## config.mk

```make
export PLATFORM = sky130hd
export DESIGN_NAME = key_event
export DESIGN_NICKNAME = d
export VERILOG_FILES = /design/src/rtl/key_event_pkg.sv /design/src/rtl/key_hold_timer.sv /design/src/rtl/key_event.sv
export SDC_FILE = /design/constraint.sdc
export NUM_CORES = 1
export LEC_CHECK = 0
export CORE_ASPECT_RATIO = 0.9
export CORE_UTILIZATION = 40
export CTS_CLUSTER_DIAMETER = 120
export DETAILED_ROUTE_END_ITERATION = 8
export PLACE_DENSITY = 0.71
export RECOVER_POWER = 50
export SETUP_SLACK_MARGIN = 0.02
export SLEW_MARGIN = 40
export SYNTH_ARGS = -nofsm -noshare
export SYNTH_HDL_FRONTEND = slang
export SYNTH_SLANG_ARGS = --single-unit
```

## constraint.sdc

```tcl
create_clock -name clk -period 5.25 [get_ports clk]
set_clock_uncertainty 0.2 [all_clocks]
set_input_delay 0.7875 -clock clk [delete_from_list [all_inputs] [get_ports clk]]
set_output_delay 0.7875 -clock clk [all_outputs]
set_load 0.005 [all_outputs]
```

## src/rtl/key_event_pkg.sv

```systemverilog
// key_event_pkg: shared definitions for the key_event press-event decoder.
//
// Contents:
//   key_state_e        - decoder FSM state encoding (IDLE=0, PRESSED=1, LONG=2)
//   DefaultLongTicks   - default hold length before a long press is reported
//   DefaultRepeatTicks - default spacing of auto-repeat pulses
//   DefaultCntW        - default hold-counter width
//   max_ticks()        - larger of two tick thresholds, used to size-check the counter
package key_event_pkg;

  typedef enum logic [1:0] {
    StIdle    = 2'd0,
    StPressed = 2'd1,
    StLong    = 2'd2
  } key_state_e;

  localparam int unsigned DefaultLongTicks   = 50;
  localparam int unsigned DefaultRepeatTicks = 10;
  localparam int unsigned DefaultCntW        = 8;

  function automatic int unsigned max_ticks(input int unsigned a, input int unsigned b);
    return (a > b) ? a : b;
  endfunction

endpackage

```

## src/rtl/key_hold_timer.sv

```systemverilog
// key_hold_timer: tick-enabled hold counter with synchronous clear and a
// terminal-match strobe. One instance serves both the long-press and the
// auto-repeat threshold; the caller selects which limit applies.
//
// Ports:
//   clk   - system clock, rising edge
//   rst   - synchronous active-high reset
//   en    - count enable (already qualified with the timebase tick)
//   clr   - synchronous clear, dominates en
//   limit - terminal count for the current phase
//   last  - high when the next enabled increment would reach limit; the
//           counter returns to 0 instead of reaching it, so it never wraps
module key_hold_timer #(
  parameter int unsigned CNT_W = 8
) (
  input  logic             clk,
  input  logic             rst,
  input  logic             en,
  input  logic             clr,
  input  logic [CNT_W-1:0] limit,
  output logic             last
);

  logic [CNT_W-1:0] cnt_q, cnt_d;
  logic [CNT_W:0]   cnt_inc;

  // One extra bit so the compare is exact even when cnt_q is all ones.
  assign cnt_inc = {1'b0, cnt_q} + {{CNT_W{1'b0}}, 1'b1};
  assign last    = (cnt_inc == {1'b0, limit});

  always_comb begin
    cnt_d = cnt_q;
    if (clr) begin
      cnt_d = '0;
    end else if (en) begin
      cnt_d = last ? '0 : cnt_inc[CNT_W-1:0];
    end
  end

  always_ff @(posedge clk) begin
    if (rst) begin
      cnt_q <= '0;
    end else begin
      cnt_q <= cnt_d;
    end
  end

endmodule

```

## src/rtl/key_event.sv

```systemverilog
// key_event: press-event decoder placed after a key debouncer. Turns one
// debounced, active-high key level into single-cycle press, release,
// long-press and (optionally) auto-repeat pulses plus a held flag.
//
// Build option:
//   KEY_EVENT_REPEAT_EN - when defined, the repeat counter and the
//                         repeat_pulse port are compiled in; otherwise the
//                         LONG state is terminal until release.
//
// Ports:
//   clk           - system clock, rising edge
//   rst           - synchronous active-high reset
//   tick          - timebase enable strobe (tie high for clock-cycle timing)
//   key_level     - debounced key, 1 = pressed (already registered)
//   press_pulse   - one cycle on the press edge
//   release_pulse - one cycle on the release edge
//   long_pulse    - one cycle when the hold reaches LONG_TICKS
//   repeat_pulse  - one cycle every REPEAT_TICKS while in long hold (option)
//   held          - high while the decoder is not idle
// All outputs come straight from flops.
module key_event
  import key_event_pkg::*;
#(
  parameter int unsigned LONG_TICKS   = DefaultLongTicks,
  parameter int unsigned REPEAT_TICKS = DefaultRepeatTicks,
  parameter int unsigned CNT_W        = DefaultCntW
) (
  input  logic clk,
  input  logic rst,
  input  logic tick,
  input  logic key_level,
  output logic press_pulse,
  output logic release_pulse,
  output logic long_pulse,
`ifdef KEY_EVENT_REPEAT_EN
  output logic repeat_pulse,
`endif
  output logic held
);

  // Elaboration-time parameter sanity checks.
  if (LONG_TICKS < 2) begin : g_bad_long
    $error("key_event: LONG_TICKS must be at least 2");
  end
  if (REPEAT_TICKS < 1) begin : g_bad_repeat
    $error("key_event: REPEAT_TICKS must be at least 1");
  end
  if ((64'd1 << CNT_W) <= 64'(max_ticks(LONG_TICKS, REPEAT_TICKS))) begin : g_bad_cnt_w
    $error("key_event: CNT_W too narrow for the tick thresholds");
  end

  key_state_e state_q, state_d;
  logic       key_q;

  logic press_q, press_d;
  logic release_q, release_d;
  logic long_q, long_d;
  logic held_q, held_d;
`ifdef KEY_EVENT_REPEAT_EN
  logic repeat_q, repeat_d;
`endif

  logic             cnt_en;
  logic             cnt_clr;
  logic             cnt_last;
  logic [CNT_W-1:0] cnt_limit;

  // The counter measures the long threshold while PRESSED and the repeat
  // spacing once LONG; it is cleared on every state change.
  assign cnt_limit = (state_q == StLong) ? CNT_W'(REPEAT_TICKS) : CNT_W'(LONG_TICKS);

  key_hold_timer #(
    .CNT_W (CNT_W)
  ) u_hold_timer (
    .clk   (clk),
    .rst   (rst),
    .en    (cnt_en),
    .clr   (cnt_clr),
    .limit (cnt_limit),
    .last  (cnt_last)
  );

  always_comb begin
    state_d   = state_q;
    press_d   = 1'b0;
    release_d = 1'b0;
    long_d    = 1'b0;
`ifdef KEY_EVENT_REPEAT_EN
    repeat_d  = 1'b0;
`endif
    cnt_en    = 1'b0;
    cnt_clr   = 1'b0;

    case (state_q)
      StIdle: begin
        if (key_level && !key_q) begin
          state_d = StPressed;
          press_d = 1'b1;
          cnt_clr = 1'b1;
        end
      end

      StPressed: begin
        // Release is checked first so it always beats a threshold hit.
        if (!key_level) begin
          state_d   = StIdle;
          release_d = 1'b1;
          cnt_clr   = 1'b1;
        end else if (tick) begin
          cnt_en = 1'b1;
          if (cnt_last) begin
            state_d = StLong;
            long_d  = 1'b1;
          end
        end
      end

      StLong: begin
        if (!key_level) begin
          state_d   = StIdle;
          release_d = 1'b1;
          cnt_clr   = 1'b1;
        end else begin
`ifdef KEY_EVENT_REPEAT_EN
          cnt_en   = tick;
          repeat_d = tick && cnt_last;
`endif
        end
      end

      default: begin
        state_d = StIdle;
        cnt_clr = 1'b1;
      end
    endcase

    held_d = (state_d != StIdle);
  end

  always_ff @(posedge clk) begin
    if (rst) begin
      state_q   <= StIdle;
      key_q     <= 1'b0;
      press_q   <= 1'b0;
      release_q <= 1'b0;
      long_q    <= 1'b0;
      held_q    <= 1'b0;
    end else begin
      state_q   <= state_d;
      key_q     <= key_level;
      press_q   <= press_d;
      release_q <= release_d;
      long_q    <= long_d;
      held_q    <= held_d;
    end
  end

`ifdef KEY_EVENT_REPEAT_EN
  always_ff @(posedge clk) begin
    if (rst) begin
      repeat_q <= 1'b0;
    end else begin
      repeat_q <= repeat_d;
    end
  end

  assign repeat_pulse = repeat_q;
`endif

  assign press_pulse   = press_q;
  assign release_pulse = release_q;
  assign long_pulse    = long_q;
  assign held          = held_q;

endmodule

```

# [Word-level counts from Yosys, hierarchy flattened]
# Cells that the tools add are included.
[word_totals] wordCells=40 input_bits=4 ff_bits=15 out_inout_bits=4
[classes] n_eq_ne=3 n_mux=15 n_reduce_logical=9 add_sub_neg=1 n_bitwise=5
[ops] op="2-bit two-way mux" count=5
[ops] op="8-bit by 1-bit adder with 9-bit output (second input constant)" count=1
[ops] op="9-bit by 6-bit == test with 1-bit output" count=1
[ops] op="8-bit two-way mux" count=1
[ops] op="2-bit OR reduction" count=4
[ops] op="1-bit two-way mux" count=6
[ops] op="6-bit two-way mux" count=1
[ops] op="2-bit case mux with 3 select lines" count=1
[ops] op="1-bit NOT" count=5
[ops] op="4-bit OR reduction" count=1
[ops] op="2-bit by 1-bit == test with 1-bit output (second input constant)" count=1
[ops] op="2-bit == test (second input constant)" count=1
[ops] op="2-bit zero test" count=1
[ops] op="1-bit case mux with 2 select lines" count=1
[ops] op="2-bit nonzero test" count=1
[ops] op="1-bit logical AND" count=1
[ops] op="1-bit zero test" count=1

# [Logic depth before layout (Yosys ltp)]
# Gate-level depths: netlist of the first run.
[logic_depth] word_depth=8 ltp_mapped=8 ltp_nobuf=8

# [Hierarchy]
# A second synthesis of the first run with hierarchy kept.
[hier_totals] hier_cells=129 area_unflattened_um2=1059.8
[modules_own_cells] mod="key_hold_timer" instances=1 area_per_inst_um2=721.9 seq_area_each_um2=160.2 cells_each=93
[modules_own_cells] mod="key_event" instances=1 area_per_inst_um2=337.8 seq_area_each_um2=140.1 cells_each=36

# [Least setup slack after synthesis of the first run]
# Ideal clock, no wire load.
[synth_path] path_type="flip-flop to flip-flop" start="register u_hold_timer.cnt_q[0]" end="register u_hold_timer.cnt_q[0]" stages_incl_launch_ff=8 setup_slack_ps=3182 arrival_time_ps=1747 n_path_buf=0 required_time_ps=4929 setup_time_ps=121 period_less_slack_ps=2068 path_cell_list="dfxtp_1 > ha_1 > nand2_1 > or4_1 > o221ai_2 > a21oi_2 > o21bai_2 > nor2_1"
[synth_between] elab_chain_cells=3
[synth_lines] item="from (decl)" line_no="key_hold_timer.sv:24" text="logic [CNT_W-1:0] cnt_q, cnt_d;"
[synth_lines] item="from (signal assigned)" line_no="key_hold_timer.sv:44" text="cnt_q <= cnt_d;"
[synth_lines] item="8-bit by 1-bit adder with 9-bit output *" line_no="key_hold_timer.sv:28" text="assign cnt_inc = {1'b0, cnt_q} + {{CNT_W{1'b0}}, 1'b1};"
[synth_lines] item="9-bit by 6-bit == test with 1-bit output" line_no="key_hold_timer.sv:29" text="assign last = (cnt_inc == {1'b0, limit});"
[synth_lines] item="8-bit two-way mux *" line_no="key_hold_timer.sv:36" text="cnt_d = last ? '0 : cnt_inc[CNT_W-1:0];"
# Mark *: on every way between the ends. The rest lies on a longest branch, timed or not.
# A chain may end at the register's enable or synchronous reset.

# [Worst setup path after layout of the first run]
[layout_path] start="input port key_level" end="register u_hold_timer.cnt_q[1]"
[layout_between] elab_chain_cells=4 word_cells_on_any_way=7 cone_classes="5 x mux; 2 x reduce/logical"
[layout_lines] item="from (decl)" line_no="key_event.sv:31" text="input logic key_level,"
[layout_lines] item="1-bit logical AND" line_no="key_event.sv:96" text="if (key_level && !key_q) begin"
[layout_lines] item="1-bit two-way mux" line_no="key_event.sv:96"
[layout_lines] item="1-bit case mux with 2 select lines" line_no="key_event.sv:94" text="case (state_q)"
[layout_lines] item="2-bit OR reduction (no line)"
# Several ways; a longest one is shown, not always the timed one.

==> flow_metrics.env, run 1 <==
export IMPL_ys_warn_count=0
export IMPL_cap_viol_max_count=0
export IMPL_fmax_mhz=419.2
export IMPL_viasPerCell=5.193
export IMPL_grt_pass1_wl_mm=2.587
export IMPL_first_global_vias=588
export IMPL_area_growth_pct=14.48
export IMPL_routabilityCongestion=0.8171
export IMPL_synth_cell_types=34
export IMPL_avgSynthCellArea_um2=8.471
export IMPL_path_class="in2reg"
export IMPL_postPlaceCellArea_um2=943.4
export IMPL_fin_cells=135
export IMPL_hold_viol=0
export IMPL_die_x_um=50.51
export IMPL_via_count=701
export IMPL_dp_hpwl_mm=1.209
export IMPL_grt_antenna_before_repair=0
export IMPL_grtUsageTotal=0.1538
export IMPL_crit_arrival_ps=2350
export IMPL_drc=0
export IMPL_peakVddDrop_mv=0.1595
export IMPL_synth_seq_cells=15
export IMPL_row_count=15
export IMPL_critPathMaxFanout=7
export IMPL_num_io_pins=8
export IMPL_die_y_um=45.66
export IMPL_min_from="state_q[0]"
export IMPL_final_net_count=121
export IMPL_wl_met2_um=679
export IMPL_rrSetupSlack_ps=2930
export IMPL_cts_tree="built"
export IMPL_grt_setup_unrepaired="no"
export IMPL_synth_cells=100
export IMPL_reg2reg_to="held"
export IMPL_h_tree_depth=1
export IMPL_setup_tns_ps=0
export IMPL_setup_viol=0
export IMPL_min_path_cells=2
export IMPL_dp_cells=131
export IMPL_final_util=0.4968
export IMPL_io_buffers=7
export IMPL_cts_root_buf="clkbuf_4"
export IMPL_drt_wl_total_mm=1.512
export IMPL_slew_headroom=0.7408
export IMPL_grt_max_degree=10
export IMPL_routedLengthMet1_um=759
export IMPL_final_antenna_net_count=0
export IMPL_status="finished clean"
export IMPL_r2r_cells=7
export IMPL_maxSlewViolCount=0
export IMPL_post_cts_resized=0
export IMPL_powerDensity_nw_per_um2=208.3
export IMPL_cts_buffers=3
export IMPL_diodes=0
export IMPL_final_cell_mix="18 x nor2_1, 15 x dfxtp_1, 8 x inv_1, 6 x ha_1"
export IMPL_postLayoutCellArea_um2=969.7
export IMPL_hp_class="reg2reg"
export IMPL_tightest_slew_ps=388.7
export IMPL_syn_area_um2=847.1
export IMPL_routed_top_layer="met4"
export IMPL_cp_end_kind="flop"
export IMPL_met3_length_um=60
export IMPL_leakagePower_nw=0.3639
export IMPL_layout_drive_gt1_share=0.07273
export IMPL_cts_hold_buf=0
export IMPL_fin_crit_sh=0.4544
export IMPL_min_period_ps=2386
export IMPL_holdPathEnd="state_q[0]"
export IMPL_cts_setup_buffers=0
export IMPL_drt_iter0_drc=22
export IMPL_synth_area_top_cells="dfxtp_1 35%, ha_1 8.9%, nor2_1 8.0%"
export IMPL_core_area_um2=1952
export IMPL_wire_per_inst_um=11.20
export IMPL_synth_nets=110
export IMPL_synth_top_cell_by_area="dfxtp_1"
export IMPL_final_common_cell="nor2_1"
export IMPL_first_pass_iters=4
export IMPL_reg2reg_from="u_hold_timer.cnt_q[0]"
export IMPL_netlist_area_leader_share=0.3545
export IMPL_grt_overflow_total=0
export IMPL_p_total_mw=0.2020
export IMPL_die_area_um2=2306
export IMPL_clockBufferDepth=2
export IMPL_start_util=0.4340
export IMPL_yosysSeqAreaShare=0.3545
export IMPL_crit_required_ps=5220
export IMPL_clk_latency_ps=280
export IMPL_cts_sinks=15
export IMPL_critPathLaunchType="input port"
export IMPL_path_clk_slew_ps=80
## metrics by stage
| stage | hold slack (ps) | setup slack (ps) |
|---|---|---|
| finish | 329.6 | 2864 |
| global route | 369.9 | 2740 |
| CTS | 340.3 | 2920 |
| detailed placement | 325.4 | 2674 |
| global placement | 307.5 | 2683 |
| floorplan | 280.0 | 3182 |
## critical path: stages
cell and delay, ps:
dlygate4sd3_1 650, nand3_1 250, or2_0 340, o21bai_2 240, nor2_1 80
## cells in the mapped netlist
cell / count
nor2_1: 18
dfxtp_1: 15
inv_1: 8
ha_1: 6
nand3_1: 5
xor2_1: 5
nand2_1: 4
nor3_1: 4
and2_1: 3
nand2b_1: 3
xnor2_1: 3
a21oi_1: 2
nand4_1: 2
or4_1: 2
a211o_1: 1
a21o_1: 1
a21oi_2: 1
a31oi_1: 1
and3_1: 1
buf_2: 1
mux2i_1: 1
nand3_2: 1
nor3b_1: 1
nor4b_1: 1
o21ai_1: 1
o21bai_2: 1
o221ai_1: 1
o221ai_2: 1
o22ai_1: 1
o22ai_2: 1
o311ai_1: 1
o31ai_1: 1
o32ai_1: 1
or2_1: 1
## report_power, final
group | total [mW] | internal [mW] | switching, mW
Combinational | 0.0201 | 0.00953 | 0.0106
Sequential | 0.118 | 0.117 | 0.00143
Clock | 0.0639 | 0.0295 | 0.0344
Total | 0.202 | 0.156 | 0.0464
## area by class of cell
class	instances	area [um2]
timing repair buffer	7	70.07
clock buffer	4	26.28
multi-input combinational	76	511.7
inverter	8	30.03
tap	25	31.28
fill	190	982.2
sequential	15	300.3
## worst max-delay path by stage
stage	startpoint	to	slack [ps]	cells after the start
3_3_place_gp	key_level	u_hold_timer.cnt_q[1]	2680	5
6_report	key_level	u_hold_timer.cnt_q[1]	2860	5
4_1_cts	u_hold_timer.cnt_q[0]	held	2920	7
5_1_grt	key_level	u_hold_timer.cnt_q[4]	2740	5
3_5_place_dp	key_level	u_hold_timer.cnt_q[1]	2670	5
2_1_floorplan	u_hold_timer.cnt_q[0]	u_hold_timer.cnt_q[0]	3180	7
## registers in the layout (all words and copies together) (netlist names)
name	cells
held	1
press_pulse	1
key_q	1
release_pulse	1
u_hold_timer.cnt_q	8
state_q	2
long_pulse	1
## metal layers
layer / vias up / global-route usage
met4: 0 / 0.05000
met5: - / 0
met3: 2 / 0.06000
met1: 320 / 0.1964
li1: 369 / -
met2: 10 / 0.2400
## cell families after synthesis
logic type                 Yosys count  share of synthesized area
DFF                                 15                     0.3545
and+or+nand+nor                     46                     0.2733
buffers and inverters                9                    0.04135
AOI/OAI and AO/OA                   15                     0.1477
xor gates and xnor gates             8                    0.08272
muxes                                1                    0.01182
adders and majority gates            6                    0.08862
(Power assumes the default switching activity.)
==> run 2: changes to the inputs <==
==> constraint.sdc (replaced) <==
create_clock -name clk -period 2.3 [get_ports clk]
set_clock_uncertainty 0.2 [all_clocks]
set_input_delay 0.345 -clock clk [delete_from_list [all_inputs] [get_ports clk]]
set_output_delay 0.345 -clock clk [all_outputs]
set_load 0.005 [all_outputs]
==> flow_metrics.env, run 2 (synthesis gave the netlist of run 1 again) <==
export IMPL_status="finished clean"
export IMPL_largest_reg_flops=8
export IMPL_critPathMaxFanout=7
export IMPL_h_tree_depth=1
export IMPL_top_regs="u_hold_timer.cnt_q (8), state_q (2)"
export IMPL_die_y_um=45.66
export IMPL_postLayoutCellArea_um2=1008
export IMPL_globalRouteMet2Util=0.2640
export IMPL_area_growth_pct=19.06
export IMPL_grt_busiest_layer="met2"
export IMPL_cts_hold_buf=0
export IMPL_min_period_ps=2165
export IMPL_tightest_slew_ps=378.2
export IMPL_worstSetupStartpoint="u_hold_timer.cnt_q[1]"
export IMPL_grt_max_degree=10
export IMPL_largest_register="u_hold_timer.cnt_q"
export IMPL_hp_class="reg2reg"
export IMPL_crit_required_ps=2280
export IMPL_first_pass_iters=4
export IMPL_grt_use_met3=0.03333
export IMPL_core_area_um2=1952
export IMPL_final_cell_mix="18 x nor2_1, 14 x dfxtp_1, 8 x inv_1"
export IMPL_critPathLaunchType="flop"
export IMPL_crit_arrival_ps=2140
export IMPL_io_buffers=7
export IMPL_slew_headroom=0.7439
export IMPL_hold_viol=0
export IMPL_setup_tns_ps=0
export IMPL_maxSlewViolCount=0
export IMPL_path_clk_slew_ps=80
export IMPL_dp_hpwl_mm=1.310
export IMPL_cap_viol_max_count=0
export IMPL_clockBufferDepth=2
export IMPL_cts_root_buf="clkbuf_4"
export IMPL_grt_antenna_before_repair=0
export IMPL_final_net_count=125
export IMPL_final_antenna_net_count=0
export IMPL_first_global_vias=697
export IMPL_die_area_um2=2306
export IMPL_postPlaceCellArea_um2=973.4
export IMPL_num_io_pins=8
export IMPL_grt_pass1_wl_mm=2.932
export IMPL_peakVddDrop_mv=0.3256
export IMPL_grt_setup_unrepaired="no"
export IMPL_cts_buffers=3
export IMPL_wire_per_inst_um=12.80
export IMPL_drc=0
export IMPL_path_class="reg2reg"
export IMPL_powerDensity_nw_per_um2=463.4
export IMPL_diodes=0
export IMPL_multiInputGateArea_um2=526.8
export IMPL_setup_viol=0
export IMPL_drt_iter0_drc=11
export IMPL_leakagePower_nw=0.3711
export IMPL_via_count=745
export IMPL_cts_setup_buffers=0
export IMPL_reg2reg_from="u_hold_timer.cnt_q[1]"
export IMPL_n_fill_cell=204
export IMPL_regArea_um2=301.5
export IMPL_fmax_mhz=461.9
export IMPL_die_x_um=50.51
export IMPL_row_count=15
export IMPL_start_util=0.4340
export IMPL_min_from="u_hold_timer.cnt_q[7]"
export IMPL_grt_overflow_total=0
export IMPL_viasPerCell=5.360
export IMPL_routabilityCongestion=0.8125
export IMPL_cts_tree="built"
export IMPL_grtUsageTotal=0.1774
export IMPL_final_common_cell="nor2_1"
export IMPL_cts_sinks=15
export IMPL_fin_crit_sh=0.9413
export IMPL_clk_latency_ps=290
export IMPL_use_met1=0.2263
export IMPL_cp_end_kind="flop"
export IMPL_drt_wl_total_mm=1.779
export IMPL_layout_drive_gt1_share=0.1140
-- run 2: repair_timing --
item,CTS,global route
gates resized for setup,1,3
pin swaps,0,1
setup endpoints to repair,5,7
-- run 2: area by class of cell --
class / instances / share of cell area
Multi-Input combinational cell: 76 / 0.5223
Sequential cell: 15 / 0.2990
Timing Repair Buffer: 11 / 0.09181
Tap cell: 25 / 0.03102
Inverter: 8 / 0.02978
Clock buffer: 4 / 0.02605
-- run 2: power breakdown --
| group | switching [mW] | total [mW] | internal, mW |
|---|---|---|---|
| sequential | 0.00350 | 0.270 | 0.266 |
| combinational | 0.0253 | 0.0491 | 0.0238 |
| clock | 0.0810 | 0.149 | 0.0675 |
-- run 2: path summary, 6_finish.rpt --
kind	to	slack, ps	cells after the start
max	u_hold_timer.cnt_q[0]	140	7
max reg2reg	u_hold_timer.cnt_q[0]	140	7
min	u_hold_timer.cnt_q[7]	330	2
min reg2reg	u_hold_timer.cnt_q[7]	330	2
-- run 2: critical path: stages, from the launching register on --
cell	delay (ps)
dfxtp_1	460
ha_4	230
nand3_2	90
o31ai_1	270
o311ai_1	180
or2_1	300
o21bai_2	240
nor2_1	80
-- run 2: metal layers --
layer | part of all wire | up-vias
met5 | 0 | -
li1 | - | 377
met3 | 0.028 | 7
met4 | 0.029 | 0
met2 | 0.46 | 17
met1 | 0.49 | 344
-- run 2: metrics by stage --
stage,utilization,setup slack (ps),hold WS (ps),cells,power [mW]
finish,0.5167,135.0,330.0,139,0.4673
global route,0.5167,23.72,363.3,139,0.4898
CTS,0.5135,68.82,335.1,139,0.4775
detailed placement,0.4987,-2.472,313.0,135,0.3280
global placement,0.4987,96.11,300.2,135,0.3272
floorplan,-,231.9,211.7,100,0.3029
==> run 3: changes to the inputs <==
==> constraint.sdc (replaced) <==
create_clock -name clk -period 2.72 [get_ports clk]
set_clock_uncertainty 0.2 [all_clocks]
set_input_delay 0.408 -clock clk [delete_from_list [all_inputs] [get_ports clk]]
set_output_delay 0.408 -clock clk [all_outputs]
set_load 0.005 [all_outputs]
==> flow_metrics.env, run 3 (synthesis gave the netlist of run 1 again) <==
export IMPL_viasPerCell=5.281
export IMPL_peakVddDrop_mv=0.2642
export IMPL_cp_num_buf_inv=0
export IMPL_largest_reg_flops=8
export IMPL_final_net_count=121
export IMPL_first_pass_iters=4
export IMPL_grt_setup_unrepaired="no"
export IMPL_cts_sinks=15
export IMPL_h_tree_depth=1
export IMPL_min_from="u_hold_timer.cnt_q[7]"
export IMPL_min_period_ps=2307
export IMPL_worstSetupStartpoint="u_hold_timer.cnt_q[0]"
export IMPL_n_fill_cell=192
export IMPL_critPathLaunchType="flop"
export IMPL_crit_required_ps=2700
export IMPL_cts_buffers=3
export IMPL_diodes=0
export IMPL_grt_antenna_before_repair=0
export IMPL_cpPeakStageDelay_ps=490
export IMPL_regArea_um2=300.3
export IMPL_pwr_share_seq=0.575
export IMPL_layout_drive_gt1_share=0.08182
export IMPL_cp_end_kind="flop"
export IMPL_fin_crit_sh=0.8481
export IMPL_grtUsageTotal=0.1609
export IMPL_start_util=0.4340
export IMPL_multiInputGateArea_um2=511.7
export IMPL_dpl_worst_slack_ps=434.2
export IMPL_grt_max_degree=10
export IMPL_p_int_mw=0.2982
export IMPL_reg2reg_to="u_hold_timer.cnt_q[0]"
export IMPL_area_growth_pct=14.62
export IMPL_final_util=0.4974
export IMPL_critPathMaxFanout=7
export IMPL_switching_share=0.2474
export IMPL_path_cells="ha_1, nand2_1, or4_1, o221ai_2, a21oi_2, o21bai_2, nor2_1"
export IMPL_fmax_mhz=433.5
export IMPL_cts_root_buf="clkbuf_4"
export IMPL_largest_register="u_hold_timer.cnt_q"
export IMPL_holdPathEnd="u_hold_timer.cnt_q[7]"
export IMPL_hp_class="reg2reg"
export IMPL_slew_headroom=0.7378
export IMPL_hold_viol=0
export IMPL_tightest_slew_ps=393.3
export IMPL_setup_tns_ps=0
export IMPL_cts_tree="built"
export IMPL_top_regs="u_hold_timer.cnt_q (8), state_q (2)"
export IMPL_core_area_um2=1952
export IMPL_final_antenna_net_count=0
export IMPL_fin_cells=135
export IMPL_via_count=713
export IMPL_path_class="reg2reg"
export IMPL_maxSlewViolCount=0
export IMPL_cp_slowest_cell="or4_1"
export IMPL_clk_latency_ps=290
export IMPL_grt_pass1_wl_mm=2.677
export IMPL_cts_setup_buffers=0
export IMPL_post_cts_resized=0
export IMPL_p_total_mw=0.3962
export IMPL_drc=0
export IMPL_num_io_pins=8
export IMPL_grt_overflow_total=0
export IMPL_io_buffers=7
export IMPL_clockBufferDepth=2
export IMPL_wire_per_inst_um=11.67
export IMPL_path_clk_slew_ps=80
export IMPL_die_x_um=50.51
export IMPL_row_count=15
export IMPL_routabilityCongestion=0.8691
export IMPL_cts_hold_buf=0
export IMPL_dp_hpwl_mm=1.207
export IMPL_drt_iter0_drc=19
export IMPL_reg2reg_from="u_hold_timer.cnt_q[0]"
export IMPL_combPwrFrac=0.100
export IMPL_drt_wl_total_mm=1.575
export IMPL_min_path_cells=2
export IMPL_first_global_vias=592
export IMPL_rrSetupSlack_ps=410
export IMPL_final_common_cell="nor2_1"
export IMPL_r2r_cells=7
export IMPL_critPathTopFamily="simple AND/OR/NAND/NOR gates"
export IMPL_cap_viol_max_count=0
export IMPL_die_area_um2=2306
export IMPL_fin_ws_ps=413.1
export IMPL_die_y_um=45.66
export IMPL_powerDensity_nw_per_um2=408.1
export IMPL_crit_arrival_ps=2280
export IMPL_dp_cells=131
export IMPL_setup_viol=0
export IMPL_leakagePower_nw=0.3666
export IMPL_final_cell_mix="18 x nor2_1, 15 x dfxtp_1, 8 x inv_1, 6 x ha_1"
export IMPL_p_switching_mw=0.09803
export IMPL_clockPowerShare=0.325
export IMPL_status="finished clean"
[run 3: worst register-to-register path: cells and delay by family, from the launching register on]
kind | cells | cell delay (ps)
flip-flops | 1 | 420
AO/OA/AOI/OAI | 3 | 550
AND/OR/NAND/NOR | 3 | 680
adder cells (fa/ha/maj) | 1 | 340
[run 3: final cells by class]
class	instances	share of cell area
multi-input combinational	76	0.5271
sequential	15	0.3093
timing repair buffer	7	0.07216
tap	25	0.03222
inverter	8	0.03093
clock buffer	3	0.02320
clock inverter	1	0.005155
[run 3: worst max path at each step]
stage | end | depth (start not counted)
6_report | u_hold_timer.cnt_q[0] | 7
5_1_grt | held | 7
4_1_cts | u_hold_timer.cnt_q[0] | 7
3_5_place_dp | u_hold_timer.cnt_q[0] | 7
3_3_place_gp | u_hold_timer.cnt_q[0] | 5
2_1_floorplan | u_hold_timer.cnt_q[0] | 7
[run 3: per-layer routing]
layer | wire length, um | global-route usage
met1 | 804 | 0.2202
met2 | 690 | 0.2347
met3 | 48 | 0.03000
met4 | 31 | 0.1000
met5 | 0 | 0
[run 3: power groups by stage]
| stage | Sequential [mW] | Clock [mW] | Combinational [mW] |
|---|---|---|---|
| 5_1_grt | 0.229 | 0.142 | 0.0441 |
| 3_3_place_gp | 0.233 | 0 | 0.0404 |
| 2_1_floorplan | 0.233 | 0 | 0.0229 |
| 3_5_place_dp | 0.233 | 0 | 0.0406 |
| 4_1_cts | 0.228 | 0.134 | 0.0408 |
| 6_report | 0.228 | 0.129 | 0.0396 |
[run 3: per-stage QoR]
stage / hold slack [ps] / cell area [um2]
after CTS: 327.7 / 970.9
after floorplan: 274.7 / 847.1
after global placement: 300.1 / 943.4
after detailed placement: 302.2 / 943.4
final: 325.3 / 970.9
after global routing: 359.3 / 970.9
